--- config.mk ---
export PLATFORM = sky130hd
export DESIGN_NAME = updown_sweep_ctrl_flat
export DESIGN_NICKNAME = d
export VERILOG_FILES = /design/src/rtl/updown_pkg.sv /design/src/rtl/updown_sweep_ctrl_if.sv /design/src/rtl/updown_core.sv /design/src/rtl/updown_sweep_ctrl.sv /design/src/flat_wrapper.sv
export SDC_FILE = /design/constraint.sdc
export NUM_CORES = 1
export LEC_CHECK = 0
export BUFFER_PORTS_ARGS = -buffer_cell sky130_fd_sc_hd__buf_2
export CAP_MARGIN = 30
export CORE_ASPECT_RATIO = 0.8
export CORE_MARGIN = 8
export CORE_UTILIZATION = 60
export CTS_BUF_LIST = sky130_fd_sc_hd__clkbuf_8
export DETAILED_ROUTE_END_ITERATION = 16
export GPL_ROUTABILITY_DRIVEN = 0
export GPL_TIMING_DRIVEN = 0
export PLACE_DENSITY = 0.95
export SYNTH_ARGS = -nofsm -noshare
export SYNTH_HDL_FRONTEND = slang
export SYNTH_SLANG_ARGS = --single-unit
export TNS_END_PERCENT = 20
--- constraint.sdc ---
create_clock -name clk -period 8 [get_ports clk]
set_input_delay 0.4 -clock clk [delete_from_list [all_inputs] [get_ports clk]]
set_output_delay 0.4 -clock clk [all_outputs]
set_load 0.03 [all_outputs]
--- src/rtl/updown_pkg.sv ---
// Shared types and constants for the triangle sweep controller and its counter.
package updown_pkg;

  typedef enum logic [1:0] {
    IDLE = 2'd0,
    UP   = 2'd1,
    DOWN = 2'd2
  } state_e;

  localparam logic MODE_UP   = 1'b1;
  localparam logic MODE_DOWN = 1'b0;

  localparam int unsigned WIDTH_DEF = 8;
  localparam int unsigned SW_W_DEF  = 4;

endpackage

--- src/rtl/updown_sweep_ctrl_if.sv ---
// Host-side control/status bundle of the sweep controller.
interface updown_sweep_if #(
  parameter int unsigned WIDTH = 8,
  parameter int unsigned SW_W  = 4
);
  logic             start;
  logic             abort;
  logic             hold;
  logic [WIDTH-1:0] lo;
  logic [WIDTH-1:0] hi;
  logic [SW_W-1:0]  n_sweeps;
  logic [WIDTH-1:0] count;
  logic             mode;
  logic             busy;
  logic             done;
  logic             err;

  modport master (
    output start, abort, hold, lo, hi, n_sweeps,
    input  count, mode, busy, done, err
  );

  modport slave (
    input  start, abort, hold, lo, hi, n_sweeps,
    output count, mode, busy, done, err
  );
endinterface

--- src/rtl/updown_core.sv ---
// Up/down counter datapath: load has priority over a count step.
module updown_core
  import updown_pkg::*;
#(
  parameter int unsigned WIDTH = 8
) (
  input  logic             clk,
  input  logic             rst,
  input  logic             load,
  input  logic [WIDTH-1:0] load_val,
  input  logic             en,
  input  logic             mode,
  output logic [WIDTH-1:0] count
);

  always_ff @(posedge clk) begin
    if (rst) begin
      count <= '0;
    end else if (load) begin
      count <= load_val;
    end else if (en) begin
      count <= (mode == MODE_UP) ? count + WIDTH'(1) : count - WIDTH'(1);
    end
  end

endmodule

--- src/rtl/updown_sweep_ctrl.sv ---
// Triangle sweep sequencer: drives updown_core between latched limits for n sweeps
// and reports busy/done/err to the host.
module updown_sweep_ctrl
  import updown_pkg::*;
#(
  parameter int unsigned WIDTH = 8,
  parameter int unsigned SW_W  = 4
) (
  input  logic         clk,
  input  logic         rst,
  updown_sweep_if.slave bus
);

  localparam logic [1:0] ST_IDLE = IDLE;
  localparam logic [1:0] ST_UP   = UP;
  localparam logic [1:0] ST_DOWN = DOWN;

  logic [1:0]       state_q, state_d;
  logic [WIDTH-1:0] lo_q, hi_q;
  logic [SW_W-1:0]  n_q, sweep_q, sweep_nxt;
  logic             busy_q, done_q, err_q;
  logic [WIDTH-1:0] count_w;

  logic load, en, dir;
  logic sweep_clr, sweep_inc, done_d, err_d;

  assign sweep_nxt = sweep_q + SW_W'(1);

  // Next-state and datapath control; abort beats hold, hold freezes everything.
  always_comb begin
    state_d   = state_q;
    load      = 1'b0;
    en        = 1'b0;
    dir       = MODE_UP;
    sweep_clr = 1'b0;
    sweep_inc = 1'b0;
    done_d    = 1'b0;
    err_d     = 1'b0;
    case (state_q)
      ST_IDLE: begin
        if (bus.start) begin
          if ((bus.lo >= bus.hi) || (bus.n_sweeps == '0)) begin
            err_d = 1'b1;
          end else begin
            load      = 1'b1;
            sweep_clr = 1'b1;
            state_d   = ST_UP;
          end
        end
      end
      ST_UP: begin
        if (bus.abort) begin
          state_d = ST_IDLE;
        end else if (!bus.hold) begin
          en = 1'b1;
          if (count_w == hi_q) begin
            dir     = MODE_DOWN;
            state_d = ST_DOWN;
          end
        end
      end
      ST_DOWN: begin
        if (bus.abort) begin
          state_d = ST_IDLE;
        end else if (!bus.hold) begin
          if (count_w != lo_q) begin
            en  = 1'b1;
            dir = MODE_DOWN;
          end else begin
            sweep_inc = 1'b1;
            if (sweep_nxt == n_q) begin
              state_d = ST_IDLE;
              done_d  = 1'b1;
            end else begin
              en      = 1'b1;
              dir     = MODE_UP;
              state_d = ST_UP;
            end
          end
        end
      end
      default: state_d = ST_IDLE;
    endcase
  end

  always_ff @(posedge clk) begin
    if (rst) begin
      state_q <= ST_IDLE;
      lo_q    <= '0;
      hi_q    <= '0;
      n_q     <= '0;
      sweep_q <= '0;
      busy_q  <= 1'b0;
      done_q  <= 1'b0;
      err_q   <= 1'b0;
    end else begin
      state_q <= state_d;
      busy_q  <= (state_d != ST_IDLE);
      done_q  <= done_d;
      err_q   <= err_d;
      if (load) begin
        lo_q <= bus.lo;
        hi_q <= bus.hi;
        n_q  <= bus.n_sweeps;
      end
      if (sweep_clr) begin
        sweep_q <= '0;
      end else if (sweep_inc) begin
        sweep_q <= sweep_nxt;
      end
    end
  end

  updown_core #(.WIDTH(WIDTH)) u_core (
    .clk      (clk),
    .rst      (rst),
    .load     (load),
    .load_val (bus.lo),
    .en       (en),
    .mode     (dir),
    .count    (count_w)
  );

  assign bus.count = count_w;
  assign bus.mode  = (state_q == ST_UP) ? MODE_UP : MODE_DOWN;
  assign bus.busy  = busy_q;
  assign bus.done  = done_q;
  assign bus.err   = err_q;

endmodule

--- src/flat_wrapper.sv ---
// flat-port wrapper written by rule: the top's interface ports become plain ports
module updown_sweep_ctrl_flat import updown_pkg::*;
#(
  parameter int unsigned WIDTH = 8,
  parameter int unsigned SW_W  = 4
)
  (clk, rst, bus_start, bus_abort, bus_hold, bus_lo, bus_hi, bus_n_sweeps, bus_count, bus_mode, bus_busy, bus_done, bus_err);
  updown_sweep_if #(.WIDTH(WIDTH), .SW_W(SW_W)) bus_i ();
  input  logic clk;
  input  logic rst;
  input wire logic [$bits(bus_i.start)-1:0] bus_start;
  input wire logic [$bits(bus_i.abort)-1:0] bus_abort;
  input wire logic [$bits(bus_i.hold)-1:0] bus_hold;
  input wire logic [$bits(bus_i.lo)-1:0] bus_lo;
  input wire logic [$bits(bus_i.hi)-1:0] bus_hi;
  input wire logic [$bits(bus_i.n_sweeps)-1:0] bus_n_sweeps;
  output wire logic [$bits(bus_i.count)-1:0] bus_count;
  output wire logic [$bits(bus_i.mode)-1:0] bus_mode;
  output wire logic [$bits(bus_i.busy)-1:0] bus_busy;
  output wire logic [$bits(bus_i.done)-1:0] bus_done;
  output wire logic [$bits(bus_i.err)-1:0] bus_err;
  assign bus_i.start = bus_start;
  assign bus_i.abort = bus_abort;
  assign bus_i.hold = bus_hold;
  assign bus_i.lo = bus_lo;
  assign bus_i.hi = bus_hi;
  assign bus_i.n_sweeps = bus_n_sweeps;
  assign bus_count = bus_i.count;
  assign bus_mode = bus_i.mode;
  assign bus_busy = bus_i.busy;
  assign bus_done = bus_i.done;
  assign bus_err = bus_i.err;
  updown_sweep_ctrl #(.WIDTH(WIDTH), .SW_W(SW_W)) u_core (.clk(clk), .rst(rst), .bus(bus_i));
endmodule
== After elaboration in Yosys (flattened, before gate mapping) ==
Cells that the tools add are included.

* Reductions and logical operators: 8
* Magnitude comparators: 1
* Add/sub/neg operators: 3
* Muxes and demuxes: 36
* Bitwise operators: 3
* Eq/ne operators: 5

{| class="wikitable"
|+ Operators with widths
! kind !! count
|-
| 2-to-1 mux 8 bit || 3
|-
| 2-to-1 mux 1 bit || 22
|-
| 2-to-1 mux 2 bit || 8
|-
| adder 8 x 1 -> 8 bit (second input constant) || 1
|-
| equality test 8 bit || 1
|-
| >= comparator 8 bit || 1
|-
| != test 8 bit || 1
|-
| subtractor 8 x 1 -> 8 bit (second input constant) || 1
|-
| one-hot mux 2 bit (3 select lines) || 1
|-
| OR reduction 5 bit || 1
|-
| adder 4 x 1 -> 4 bit (second input constant) || 1
|-
| equality test 4 bit || 1
|-
| logical NOT 4 bit || 1
|-
| one-hot mux 1 bit (2 select lines) || 2
|-
| nonzero test 2 bit || 2
|-
| NOT 1 bit || 3
|-
| OR reduction 3 bit || 1
|-
| equality test 2 x 1 -> 1 bit (second input constant) || 1
|-
| equality test 2 bit (second input constant) || 1
|-
| logical NOT 2 bit || 1
|-
| OR reduction 2 bit || 1
|-
| logical OR 1 bit || 1
|}

* Bits of input ports: 25
* Word-level logic and storage cells: 65
* Bits in registers: 37

== Longest topological paths before layout ==
* Depth after elaboration: 9
* Depth in mapped cells: 14
* Gate-level depth less buffers: 14

== Modules after synthesis ==
Synthesis repeated with hierarchy kept, for this count alone.

* Cell total of the unflattened synthesis: 266
* Area total of the unflattened synthesis: 2348.5 µm²

{| class="wikitable"
|+ By module, submodules not included
! module !! cells each !! area each (µm²) !! instances
|-
| updown_sweep_ctrl || 181 || 1634.1 || 1
|-
| updown_core || 85 || 714.4 || 1
|}

== Worst setup path after synthesis ==
Ideal clock, no wire load.

* Path kind: flip-flop to flip-flop
* Start point: register u_core.u_core.count[1]
* End point: register u_core.u_core.count[7]
* Arrival: 2.908 ns
* Slack: 4.965 ns
* Cell stages (with the launch flop): 13
* Required time: 7.873 ns
* Setup time: 0.127 ns
* Cell sequence: dfxtp_1 > xor2_1 > nor4_4 > nand2_2 > o22ai_4 > ha_1 > a211oi_1 > nor2_1 > o31ai_1 > a21oi_1 > xor2_1 > nor2_1 > or3b_1

* Longest elaborated chain between the ends: 8

{| class="wikitable"
|+ RTL lines
! what !! RTL line !! text
|-
| from (decl) || updown_core.sv:13 || <nowiki>output logic [WIDTH-1:0] count</nowiki>
|-
| from (signal assigned) || updown_core.sv:20 || <nowiki>count <= load_val;</nowiki>
|-
| from (signal assigned) || updown_core.sv:22 || <nowiki>count <= (mode == MODE_UP) ? count + WIDTH'(1) : count - WIDTH'(1);</nowiki>
|-
| != test 8 bit / equality test 8 bit (equally long branches) || updown_sweep_ctrl.sv:66, updown_sweep_ctrl.sv:56 ||
|-
| 2-to-1 mux 1 bit (on tied branches) || -- ||
|-
| 2-to-1 mux 1 bit (on tied branches) || updown_sweep_ctrl.sv:65, updown_sweep_ctrl.sv:54 ||
|-
| 2-to-1 mux 1 bit (on tied branches) || updown_sweep_ctrl.sv:63, updown_sweep_ctrl.sv:52 ||
|-
| one-hot mux 1 bit (2 select lines) || updown_sweep_ctrl.sv:39 || <nowiki>case (state_q)</nowiki>
|-
| 2-to-1 mux 8 bit || updown_core.sv:22 ||
|-
| 2-to-1 mux 8 bit || updown_core.sv:21 || <nowiki>end else if (en) begin</nowiki>
|-
| 2-to-1 mux 8 bit || updown_core.sv:19 || <nowiki>end else if (load) begin</nowiki>
|}

Parallel ways exist; a longest one is shown, timed or not. The select of a mux whose other input is x is not followed.
A chain may end at the register's enable or synchronous reset.

== Worst setup path after layout ==
* Start point: register u_core.state_q[1]
* End point: register u_core.u_core.count[7]

* Longest elaborated chain between the ends: 5

{| class="wikitable"
|+ RTL lines
! what !! RTL line !! text
|-
| from (decl) || updown_sweep_ctrl.sv:18 || <nowiki>logic [1:0] state_q, state_d;</nowiki>
|-
| from (signal assigned) || updown_sweep_ctrl.sv:97 || <nowiki>state_q <= state_d;</nowiki>
|-
| equality test 2 bit / equality test 2 x 1 -> 1 bit (equally long branches) || updown_sweep_ctrl.sv:39 ||
|-
| one-hot mux 1 bit (2 select lines) || updown_sweep_ctrl.sv:39 ||
|-
| 2-to-1 mux 8 bit || updown_core.sv:22 ||
|-
| 2-to-1 mux 8 bit || updown_core.sv:21 ||
|-
| 2-to-1 mux 8 bit || updown_core.sv:19 ||
|}

Parallel ways exist; a longest one is shown, timed or not. The select of a mux whose other input is x is not followed.

==> qor.txt <==
Most common cell after layout, fill and taps aside - nand2_1
CP Capture Type - register
Startpoint Class - register
Netlist Area Pre-Place - 2280 µm²
Vias per cell - 5.74
CTS Hold Bufs - 0
Hold WC Path Type - in2reg
Synth Area in XOR/XNOR - 0.115
Post-synthesis compound-gate area fraction - 0.164
Fin crit period - 3350 ps
CP startpoint - u_core.state_q[1]
Max-slew headroom - 0.553
Post-DP HPWL - 4170 µm
Number of global-route vias before repair - 2034
First-pass GRT wire length - 9210 µm
Initial Util - 0.612
Die Y - 71.1 µm
Slew @ Worst Pin - 665 ps
Post-layout util - 0.697
FILL cells - 287
Simple-Gate Fraction of Synth Area - 0.215
Post-route ant nets - 0
Max Cap Viol - 0
Clk_lat worst skew - 290 ps
Port bufs - 35
Row cnt - 20
DRT iter0 DRCs - 201
Hold Fails Final Rpt - 0
Max Root-Sink Buffers - 2
Critical Path AT - 3530 ps
Routed wire per std cell - 15.1 µm
CTS tree - built
Most frequent cells in the layout - 48 x nand2_1, 38 x buf_2, 37 x dfxtp_1
Antenna violations before repair - 0
Seq/Total Area, Yosys - 0.325
Leakage Power - 1.12 nW
R2R cell count - 13
Die area - 6040 µm²
Critical path class - reg2reg
Synth cell types - 43
Largest net degree at the start of global routing - 11
Cell area after layout - 2600 µm²
CTS Root Cell - clkbuf_8
Mux cell area share after synthesis - 0.0219
Total gr overflow - 0
Critical Path RT - 8180 ps
TNS Setup - 0 ps
Depth of the CTS H-tree - 2
Reg2reg setup slack - 4650 ps
Mapped Cells - 281
Status - completed
Hold WS - 352 ps
Crit Path Max Fanout - 8
CP endpoint - u_core.u_core.count[7]
Worst r2r dst - u_core.u_core.count[7]
Post-Syn Area per Cell - 8.12 µm²
Die W - 84.9 µm
Synthesized flop and latch total - 37
Core area - 3730 µm²
Final period util - 0.419
Largest family of logic cells by synthesized area - simple AND/OR/NAND/NOR gates
DR pass1 iterations - 4
Setup violations, final - 0
Max IR drop VDD - 132 µV
Layout Skew - 4.08 ps
Total track usage - 0.189
DRC violation count after routing - 0
Postcts setup bufs - 0
Post-synthesis adder-cell area fraction - 0.113
Placed Area - 2510 µm²
Share of cells above drive strength 1 - 0.164
RSZ-0062 raised after global routing - no
# resized after CTS - 0
Final max-slew violation count - 0
I/O Pins - 37
Critical R2R Launch - u_core.state_q[1]
Clock Sinks - 37
Area delta synth->final - 13.9%
CTS buffer count - 5
Reg clk slew, reported paths - 70 ps
Cell Pwr Density - 181 nW/µm²
Maximum clock frequency - 298 MHz
Hold Path Origin - bus_hi[2]
Via count - 2106
Synthesized Nets - 326
Final WL - 5530 µm
Nets - 368
Ant. Diodes - 0
Synth Warn # - 0
[metal layers]
layer,part of all wire,up-vias,GRT usage
met5,0,-,0
met4,0.021,0,0.0807
met3,0.076,12,0.0544
met2,0.45,81,0.306
met1,0.46,963,0.228
li1,-,1050,-
[critical path, stage by stage (launching register included)]
cell      delay [ps]
dfxtp_1          410
inv_1            100
ha_1             280
nor3b_1          300
nand2b_1         150
o22ai_4          280
ha_1             300
a211oi_1         240
nor2_1            90
o31ai_1          290
a21oi_1          130
xor2_1           230
nor2_1            70
or3b_1           360
[cell type report]
class                           instances  area (µm²)  area share
Multi-Input combinational cell        218        1440       0.553
Clock inverter                          1        3.75     0.00145
Buffer                                 10        45.0      0.0173
Inverter                               16        60.1      0.0231
Tap cell                               44        55.1      0.0212
Timing Repair Buffer                   35         175      0.0674
Clock buffer                            6        82.6      0.0318
Sequential cell                        37         741       0.285
[power by group]
| group | total [mW] | internal, mW | switching [mW] | leakage (nW) |
|---|---|---|---|---|
| registers | 0.213 | 0.198 | 0.0149 | 0.302 |
| clock network | 0.130 | 0.0670 | 0.0634 | 0.0485 |
| logic | 0.127 | 0.0483 | 0.0784 | 0.770 |
| total | 0.470 | 0.313 | 0.157 | 1.12 |
[synthesized netlist by cell type (all sizes together)]
library cell | instances | area (µm²)
and4 | 1 | 8.76
nor3 | 4 | 20.0
nor4 | 3 | 46.3
o211ai | 2 | 15.0
nand4 | 4 | 25.0
fa | 1 | 20.0
and3 | 1 | 6.26
or4 | 1 | 7.51
o21a | 1 | 7.51
nand2 | 49 | 186
o22ai | 1 | 20.0
a31oi | 2 | 12.5
a21o | 1 | 7.51
nand2b | 3 | 18.8
or2 | 1 | 6.26
xor2 | 13 | 114
a2bb2oi | 1 | 8.76
o31ai | 1 | 7.51
a211o | 1 | 8.76
nand3 | 5 | 25.0
clkbuf | 5 | 18.8
a21oi | 26 | 130
mux2i | 5 | 50.1
buf | 5 | 26.3
o21bai | 1 | 7.51
nor2 | 25 | 96.4
ha | 19 | 238
inv | 16 | 60.1
a211oi | 10 | 80.1
nor3b | 3 | 22.5
or3b | 1 | 8.76
xnor2 | 17 | 149
o21ai | 12 | 60.1
a221oi | 1 | 8.76
nor2b | 2 | 12.5
dfxtp | 37 | 741
[per-stage QoR]
| step | instances | power (mW) | setup slack (ps) |
|---|---|---|---|
| detailed placement | 360 | 0.340 | 4690 |
| global route | 367 | 0.493 | 4340 |
| CTS | 367 | 0.469 | 4660 |
| finish | 367 | 0.470 | 4650 |
| floorplan | 281 | 0.305 | 4970 |
| global placement | 360 | 0.336 | 4770 |
[cell families (layout without fill, tap and decap cells)]
logic type,after synthesis,after routing
compound gates,60,60
xor+xnor,30,30
fa+ha+maj,20,20
buf+inv,26,68
flops,37,37
mux,5,5
simple gates,103,103
[worst min-delay path by stage]
stage                     cells after the start        endpoint  slack (ps)
after floorplan                               2  u_core.hi_q[0]         450
after global placement                        2  u_core.hi_q[4]         460
after detailed placement                      2  u_core.hi_q[5]         460
after CTS                                     3   u_core.n_q[3]         350
after global routing                          3   u_core.n_q[3]         340
final                                         3  u_core.hi_q[2]         350
[registers in the layout (all words and copies together) (netlist names)]
register / count
u_core.hi_q: 8
u_core.lo_q: 8
u_core.u_core.count: 8
u_core.n_q: 4
u_core.sweep_q: 4
u_core.state_q: 2
u_core.bus.busy: 1
u_core.bus.done: 1
u_core.bus.err: 1
No activity file was read; power rests on OpenSTA's default activity.
